### src/rtl/pipelined_datapath.sv
// Two-stage execute datapath (EX + WB) with register file, ALU, shifter, flags
// and a req/ack load/store port that stalls issue while a memory op is pending.
module pipelined_datapath #(
  parameter int WIDTH   = 16,
  parameter int REGBITS = 4,
  parameter int SHBITS  = 4
) (
  input  logic               clk,
  input  logic               reset,
  input  logic               in_valid,
  output logic               in_ready,
  input  logic [2:0]         op,
  input  logic               use_imm,
  input  logic [WIDTH-1:0]   imm,
  input  logic [REGBITS-1:0] ra_src,
  input  logic [REGBITS-1:0] ra_dst,
  input  logic [SHBITS-1:0]  shamt,
  input  logic [1:0]         shift_op,
  input  logic               flag_we,
  output logic               mem_req,
  output logic               mem_we,
  output logic [WIDTH-1:0]   mem_addr,
  output logic [WIDTH-1:0]   mem_wdata,
  input  logic               mem_ack,
  input  logic [WIDTH-1:0]   mem_rdata,
  output logic [4:0]         flags,
  output logic               wb_valid,
  output logic [REGBITS-1:0] wb_addr,
  output logic [WIDTH-1:0]   wb_data
);

  localparam int NREGS = 1 << REGBITS;
  localparam logic [2:0] OP_ADD = 3'd0, OP_SUB = 3'd1, OP_AND = 3'd2, OP_OR = 3'd3,
                         OP_XOR = 3'd4, OP_SHIFT = 3'd5, OP_LOAD = 3'd6, OP_STORE = 3'd7;

  typedef enum logic {IDLE, MEM} state_t;

  state_t               state, state_next;
  logic [WIDTH-1:0]     rf [NREGS];
  logic [REGBITS-1:0]   mem_dst;
  logic                 accept, is_mem, is_alu;
  logic [WIDTH-1:0]     a_op, src_val, b_op, sh_in, sh_res, alu_res;
  logic [WIDTH:0]       sum, diff;
  logic [4:0]           alu_flags;

  assign accept = in_valid & in_ready;
  assign is_mem = (op == OP_LOAD) || (op == OP_STORE);
  assign is_alu = (op <= OP_XOR);

  // Forward the WB result so a dependent instruction can issue the next cycle.
  assign a_op    = (wb_valid && wb_addr == ra_dst) ? wb_data : rf[ra_dst];
  assign src_val = (wb_valid && wb_addr == ra_src) ? wb_data : rf[ra_src];
  assign b_op    = use_imm ? imm : src_val;
  assign sh_in   = use_imm ? imm : a_op;

  always_comb begin
    sh_res = sh_in;
    case (shift_op)
      2'b00:   sh_res = sh_in << shamt;
      2'b01:   sh_res = sh_in >> shamt;
      2'b10:   sh_res = $unsigned($signed(sh_in) >>> shamt);
      default: sh_res = (sh_in >> shamt) | (sh_in << (WIDTH - int'(shamt)));
    endcase
  end

  assign sum  = {1'b0, a_op} + {1'b0, b_op};
  assign diff = {1'b0, a_op} - {1'b0, b_op};

  // Flags are {N,Z,F,L,C}; logic ops only touch N and Z.
  always_comb begin
    alu_res   = '0;
    alu_flags = flags;
    case (op)
      OP_ADD: begin
        alu_res      = sum[WIDTH-1:0];
        alu_flags[0] = sum[WIDTH];
        alu_flags[2] = (a_op[WIDTH-1] == b_op[WIDTH-1]) && (alu_res[WIDTH-1] != a_op[WIDTH-1]);
      end
      OP_SUB: begin
        alu_res      = diff[WIDTH-1:0];
        alu_flags[0] = diff[WIDTH];
        alu_flags[1] = diff[WIDTH];
        alu_flags[2] = (a_op[WIDTH-1] != b_op[WIDTH-1]) && (alu_res[WIDTH-1] != a_op[WIDTH-1]);
      end
      OP_AND:   alu_res = a_op & b_op;
      OP_OR:    alu_res = a_op | b_op;
      OP_XOR:   alu_res = a_op ^ b_op;
      OP_SHIFT: alu_res = sh_res;
      default:  alu_res = '0;
    endcase
    alu_flags[3] = (alu_res == '0);
    alu_flags[4] = alu_res[WIDTH-1];
  end

  always_comb begin
    state_next = state;
    in_ready   = 1'b0;
    mem_req    = 1'b0;
    case (state)
      IDLE: begin
        in_ready = !reset;
        if (in_valid && !reset && is_mem) state_next = MEM;
      end
      MEM: begin
        mem_req = 1'b1;
        if (mem_ack) state_next = IDLE;
      end
      default: state_next = IDLE;
    endcase
  end

  always_ff @(posedge clk) begin
    if (reset) begin
      state     <= IDLE;
      wb_valid  <= 1'b0;
      wb_addr   <= '0;
      wb_data   <= '0;
      flags     <= '0;
      mem_we    <= 1'b0;
      mem_addr  <= '0;
      mem_wdata <= '0;
      mem_dst   <= '0;
      for (int i = 0; i < NREGS; i++) rf[i] <= '0;
    end else begin
      state    <= state_next;
      wb_valid <= 1'b0;
      if (wb_valid) rf[wb_addr] <= wb_data;
      if (accept) begin
        if (is_mem) begin
          mem_we    <= (op == OP_STORE);
          mem_addr  <= b_op;
          mem_wdata <= a_op;
          mem_dst   <= ra_dst;
        end else begin
          wb_valid <= 1'b1;
          wb_addr  <= ra_dst;
          wb_data  <= alu_res;
        end
        if (flag_we && is_alu) flags <= alu_flags;
      end else if (state == MEM && mem_ack && !mem_we) begin
        wb_valid <= 1'b1;
        wb_addr  <= mem_dst;
        wb_data  <= mem_rdata;
      end
    end
  end

endmodule
### config.mk
export PLATFORM = sky130hd
export DESIGN_NAME = pipelined_datapath
export DESIGN_NICKNAME = d
export VERILOG_FILES = /design/src/rtl/pipelined_datapath.sv
export SDC_FILE = /design/constraint.sdc
export NUM_CORES = 1
export LEC_CHECK = 0
export CORE_MARGIN = 2
export CORE_UTILIZATION = 27
export CTS_BUF_LIST = sky130_fd_sc_hd__clkbuf_4
export CTS_CLUSTER_DIAMETER = 80
export CTS_CLUSTER_SIZE = 30
export DETAILED_ROUTE_END_ITERATION = 8
export PLACE_DENSITY_LB_ADDON = 0.05
export SYNTH_ARGS = -nofsm -noshare
export SYNTH_HDL_FRONTEND = slang
export SYNTH_SLANG_ARGS = --single-unit
### constraint.sdc
create_clock -name clk -period 10.9 [get_ports clk]
set_clock_uncertainty 0.05 [all_clocks]
set_input_delay 3.27 -clock clk [delete_from_list [all_inputs] [get_ports clk]]
set_output_delay 3.27 -clock clk [all_outputs]
set_load 0.005 [all_outputs]
* After elaboration in Yosys (flattened, before gate mapping)
Memory sizes are Yosys's and may differ from the RTL's.
Index checks and enable logic that the tools add are counted.
** Operators by class
- Bitwise operators :: 6
- Eq/ne operators :: 16
- Add/sub/neg operators :: 3
- Shift operators :: 4
- Reductions and logical operators :: 23
- Multiplexer cells :: 30
- $lt $le $gt $ge :: 1
** Operators by type and width (number)
- 2-to-1 mux 16 bit :: 8
- case mux 16 bit (6 select lines) :: 1
- case mux 16 bit (3 select lines) :: 1
- bitwise OR 16 bit :: 2
- left shift 16 x 32 -> 16 bit :: 1
- adder 16 x 16 -> 17 bit :: 1
- subtractor 16 x 16 -> 17 bit :: 1
- bitwise AND 16 bit :: 1
- zero test 16 bit :: 1
- 2-to-1 mux 4 bit :: 4
- OR reduction 16 bit :: 1
- left shift 16 x 4 -> 16 bit :: 1
- >> shifter 16 x 4 -> 16 bit :: 1
- >>> shifter 16 x 4 -> 16 bit :: 1
- XOR 16 bit :: 1
- 2-to-1 mux 1 bit :: 13
- equality test 3 bit (second input constant) :: 4
- logical AND 1 bit :: 9
- equality test 4 bit :: 2
- equality test 3 x 2 -> 1 bit (second input constant) :: 2
- case mux 1 bit (2 select lines) :: 3
- AND reduction 2 bit :: 3
- AND reduction 3 bit :: 2
- subtractor 5 x 4 -> 6 bit (first input constant) :: 1
- 14 further kinds :: 18
** Storage, ports and cells
- Register bits :: 64
- RAM bits :: 256
- Logic and storage cells :: 95
- Memories kept :: 1
** Memory list
- rf :: depth 16, width 16, read ports 2, clocked after memory_dff 0, write ports 16, line 39 : logic [WIDTH-1:0] rf [NREGS];

* Depth between registers and ports, before layout
- Depth after elaboration :: 10
- Depth in mapped cells :: 25
- Gate-level depth less buffers :: 20

* Least setup slack after synthesis
OpenSTA, ideal clock, no wires.
- Kind :: input to register
- Start :: input port ra_src[0]
- End :: register flags[3]
- Buffers on the path :: 3
- Arrival time :: 9.242 ns
- Stages on the path :: 21
- Path slack :: 1.548 ns
- Path through :: clkbuf_1 buf_1 xor2_1 nor4_1 clkbuf_1 mux2i_1 a21oi_1 ha_1 fa_1 a21oi_1 o21ai_0 a2111oi_0 a21oi_1 o31ai_1 or4_1 o311ai_0 or4_4 o41ai_2 nand4_1 or4_1 nand2_1
** Between the ends
- Word-level cells in the longest chain between the ends :: 7
- Elaborated cells between the ends (all ways) :: 12
** Ends and longest elaborated chain
- start: declaration :: line 15 : input logic [REGBITS-1:0] ra_src,
- branches (longest 2 deep; another with memory read (16 x 16 bit))
- 2-to-1 mux 16 bit (*) :: line 52 : assign src_val = (wb_valid && wb_addr == ra_src) ? wb_data : rf[ra_src];
- 2-to-1 mux 16 bit (*) :: line 53 : assign b_op = use_imm ? imm : src_val;
- via b_op[0] :: line 42 : logic [WIDTH-1:0] a_op, src_val, b_op, sh_in, sh_res, alu_res;
- subtractor 16 x 16 -> 17 bit, or another cell as far along :: line 67 : assign diff = {1'b0, a_op} - {1'b0, b_op};
- case mux 16 bit (6 select lines) (*) :: line 73 : case (op)
- zero test 16 bit (*) :: line 91 : alu_flags[3] = (alu_res == '0);
- end signal: assignment :: line 139 : if (flag_we && is_alu) flags <= alu_flags;
- end: declaration :: line 26 : output logic [4:0] flags,
Mark *: on every way through the listed nets, which the timed path passes.
A chain may end at the register's enable or synchronous reset.

* Worst setup path after layout
- Start :: input port ra_dst[0]
- End :: register flags[3]
** Between the ends
- Word-level cells in the longest chain between the ends :: 9
- Elaborated cells between the ends (all ways) :: 18
** Ends and longest elaborated chain
- start: declaration :: line 16 : input logic [REGBITS-1:0] ra_dst,
- branches (longest 2 deep; another with memory read (16 x 16 bit))
- 2-to-1 mux 16 bit (*) :: line 51 : assign a_op = (wb_valid && wb_addr == ra_dst) ? wb_data : rf[ra_dst];
- via a_op[5] :: line 42
- 2-to-1 mux 16 bit :: line 54 : assign sh_in = use_imm ? imm : a_op;
- left shift 16 x 32 -> 16 bit / >> shifter 16 x 4 -> 16 bit (equally long branches) :: line 62, 60
- bitwise OR 16 bit :: line 62 : default: sh_res = (sh_in >> shamt) | (sh_in << (WIDTH - int'(shamt)));
- case mux 16 bit (3 select lines) :: line 58 : case (shift_op)
- case mux 16 bit (6 select lines) (*) :: line 73
- zero test 16 bit (*) :: line 91
Marks and branches as above.

==> impl_metrics.tcl <==
set metrics [dict create \
    status "complete, no violations" \
    reg2reg_depth 20 \
    vias 19900 \
    reg2reg_to "flags[3]$_SDFFE_PP0P_" \
    drtIter0Drc 1862 \
    nets 2420 \
    syn_to_final_growth_pct 12.4 \
    crit_path_frequent_cell "buf_4" \
    hold_buffers 0 \
    p_per_area_nw_per_um2 120 \
    p_int_mw 1.91 \
    min_period_ns 8.54 \
    p_leak_nw 9.11 \
    avgRoutedWirePerCell_um 31.8 \
    hold_end "flags[1]$_SDFFE_PP0P_" \
    min_path_type "reg -> reg" \
    synth_cells 2281 \
    setup_violations 0 \
    clkLatencyLatePin_ns 0.95 \
    grt.total_usage 0.244 \
    root_buffer "clkbuf_4" \
    die_width_um 299 \
    first_global_vias 19900 \
    comb_power_share 0.307 \
    ys_ff_latch 320 \
    synthesis.nets 2387 \
    fmax_mhz 117 \
    io_buffers 115 \
    grt_pass1_wl_mm 158 \
    slowest_delay_ns 0.63 \
    synth_top_cells_by_area "edfxtp_1, mux4_2, and2_1" \
    die_y_um 299 \
    cpMaxStageDelayCell "mux4_1" \
    tightest_slew_ns 1.34 \
    final-max-slew-violation-count 0 \
    drtPass1Iterations 7 \
    fin_crit_sh 0.783 \
    fp.dieArea_um2 89100 \
    synth_seq_area_share 0.383 \
    seq_power_share 0.443 \
    timing_hold_violations_final 0 \
    path_delay_family "compound AO/OA/AOI/OAI gates" \
    clkPwrFrac 0.250 \
    boundaryPins 116 \
    pre_cts_ws_ns 1.35 \
    syn_avg_cell_area_um2 10.3 \
    ys_types 95 \
    synth_flop_cell "edfxtp_1" \
    synth-async-reset-ratio 0 \
    r2r-start "wb_addr[2]$_SDFFE_PP0P_" \
    fin_setup_tns_ns 0 \
    synth-edff-count 256 \
    yosysMostFrequentCell "edfxtp_1" \
    yosys-top-cells-count "edfxtp_1, and2_1, nand2_1" \
    tritoncts "built" \
    min_from "flags[1]$_SDFFE_PP0P_" \
    grt_overflow 0 \
    rows 108 \
    critPathKind "in -> reg" \
    startpoint_type "input pin" \
    yosysWarnings 0 \
    drive_gt1_frac 0.160 \
    maxSlewHeadroom 0.104 \
    whs_path_depth 2 \
    timing.final.ws_setup_ns 2.36 \
    syn_area_um2 23400 \
    synth_top_area_frac 0.328 \
    worstPathCellList "buf_4 > buf_4 > buf_4 > mux4_1 > a22o_1 > o22ai_2 > and2_1 > inv_1 > ha_1 > or4_1 > a21oi_1 > nor3_1 > a2111oi_0 > o21bai_1 > a211oi_1 > nor4_1 > o31ai_1 > nand4_1 > or4_1 > nand2_1" \
    grt_start_max_net_pins 58 \
    numCtsBuffers 29 \
    switchingPower_mw 1.24 \
    clock_path_buffers 3 \
    gp_congestion 0.955 \
    cts_resized 0 \
    drc 0 \
    drtAntennaViolNets 0 \
    worstSetupEndpointType "register" \
    dpl.hpwl_mm 82.4 \
    r2r_slack_ns 4.86 \
    rsz0062_at_grt "no" \
    arrival_ns 9.36 \
    via_per_inst 5.70 \
    wirelength_mm 111 \
    drv_cap 0 \
    cts_max_level 1 \
    start_util 0.271 \
    switching_share 0.394 \
    core_um2 86300 \
    antenna_found_initial 7 \
    ir_worst_vdd_uv 74.8 \
    worstPathMaxFanout 18 \
    cts_sinks 320 \
    synth_top_cell_by_area "edfxtp_1" \
    clk_pin_slew_ns 0.18 \
    cp.required_ns 11.72 \
    total_power_mw 3.15 \
    cts_setup_buffers 0 \
    crit_buf_inv 4 \
    fin_util 0.305 \
]
[worst max path at each step]
stage / startpoint / endpoint / slack [ns] / depth (start not counted)
after floorplan: ra_src[0] / flags[3]$_SDFFE_PP0P_ / 1.55 / 21
after global placement: ra_dst[0] / flags[3]$_SDFFE_PP0P_ / 0.98 / 20
after detailed placement: ra_dst[0] / flags[3]$_SDFFE_PP0P_ / 1.35 / 20
after CTS: ra_dst[0] / flags[3]$_SDFFE_PP0P_ / 2.35 / 20
after global routing: ra_dst[0] / flags[3]$_SDFFE_PP0P_ / 1.94 / 21
final: ra_dst[0] / flags[3]$_SDFFE_PP0P_ / 2.36 / 20
[cell families after synthesis]
logic type | count (synthesis) | share of synthesized area
muxes | 237 | 0.186
and+or+nand+nor | 815 | 0.174
xor gates and xnor gates | 20 | 0.00812
adders and majority gates | 51 | 0.0279
AOI/OAI and AO/OA | 547 | 0.165
buffers and inverters | 291 | 0.0561
DFF | 320 | 0.383
[tightest hold or removal path, delay by kind of cell, from the launching register on]
kind             cells  cell delay (ns)
AO/OA/AOI/OAI        1             0.05
flip-flops           1             0.35
AND/OR/NAND/NOR      1             0.05
[state kept, by name, summed over array words and instances (netlist names)]
signal     flops
flags          5
state          1
wb_valid       1
mem_dst        4
mem_wdata     16
wb_data       16
rf           256
wb_addr        4
mem_addr      16
mem_we         1
[layout make-up]
cell class / instances / area (um2)
clock buffer: 30 / 225
multi-input combinational: 1670 / 13200
fill: 8988 / 60000
inverter: 73 / 274
sequential: 320 / 8970
antenna: 3 / 7.51
clock inverter: 22 / 334
tap: 1155 / 1450
timing repair buffer: 220 / 1930
[metrics by stage]
step / cells / cell area (um2) / hold WS (ns)
3_5_place_dp: 3438 / 25800 / 0.402
2_1_floorplan: 2281 / 23400 / 0.387
6_report: 3493 / 26300 / 0.425
3_3_place_gp: 3437 / 25800 / 0.397
5_1_grt: 3492 / 26300 / 0.442
4_1_cts: 3490 / 26300 / 0.427
[routing by layer]
layer / track usage / routed length, um
met5: 0 / 68
met4: 0.0914 / 4840
met3: 0.0308 / 5630
met2: 0.415 / 53500
met1: 0.318 / 47000
[power by group through the flow]
| stage | registers, mW | logic, mW | clock network (mW) |
|---|---|---|---|
| 2_1_floorplan | 1.40 | 0.579 | 0 |
| 3_5_place_dp | 1.42 | 0.957 | 0 |
| 4_1_cts | 1.40 | 0.960 | 0.812 |
| 3_3_place_gp | 1.42 | 0.964 | 0 |
| 6_report | 1.40 | 0.966 | 0.787 |
| 5_1_grt | 1.40 | 1.03 | 0.849 |
[cells in the final DEF (no fill, tap or decap), types with 14 or more instances in the layout]
cell               n
a211oi_1          47
a21oi_1          126
a22oi_1           15
a31oi_1           28
and2_1           205
buf_4            106
clkbuf_4          30
clkdlybuf4s50_1  106
dfxtp_1           64
edfxtp_1         256
ha_1              49
inv_1             61
mux2_2            18
mux2i_1           67
mux4_1            17
mux4_2           135
nand2_1          192
nand2b_1          15
nand3_1           38
nor2_1           167
nor3_1            93
nor4_1            28
o211ai_1          24
o21a_1            16
o21ai_0           80
o221ai_1          14
o22ai_1           18
o31ai_1           16
or2_2             17
xnor2_1           14
No activity file was read; power rests on OpenSTA's default activity.
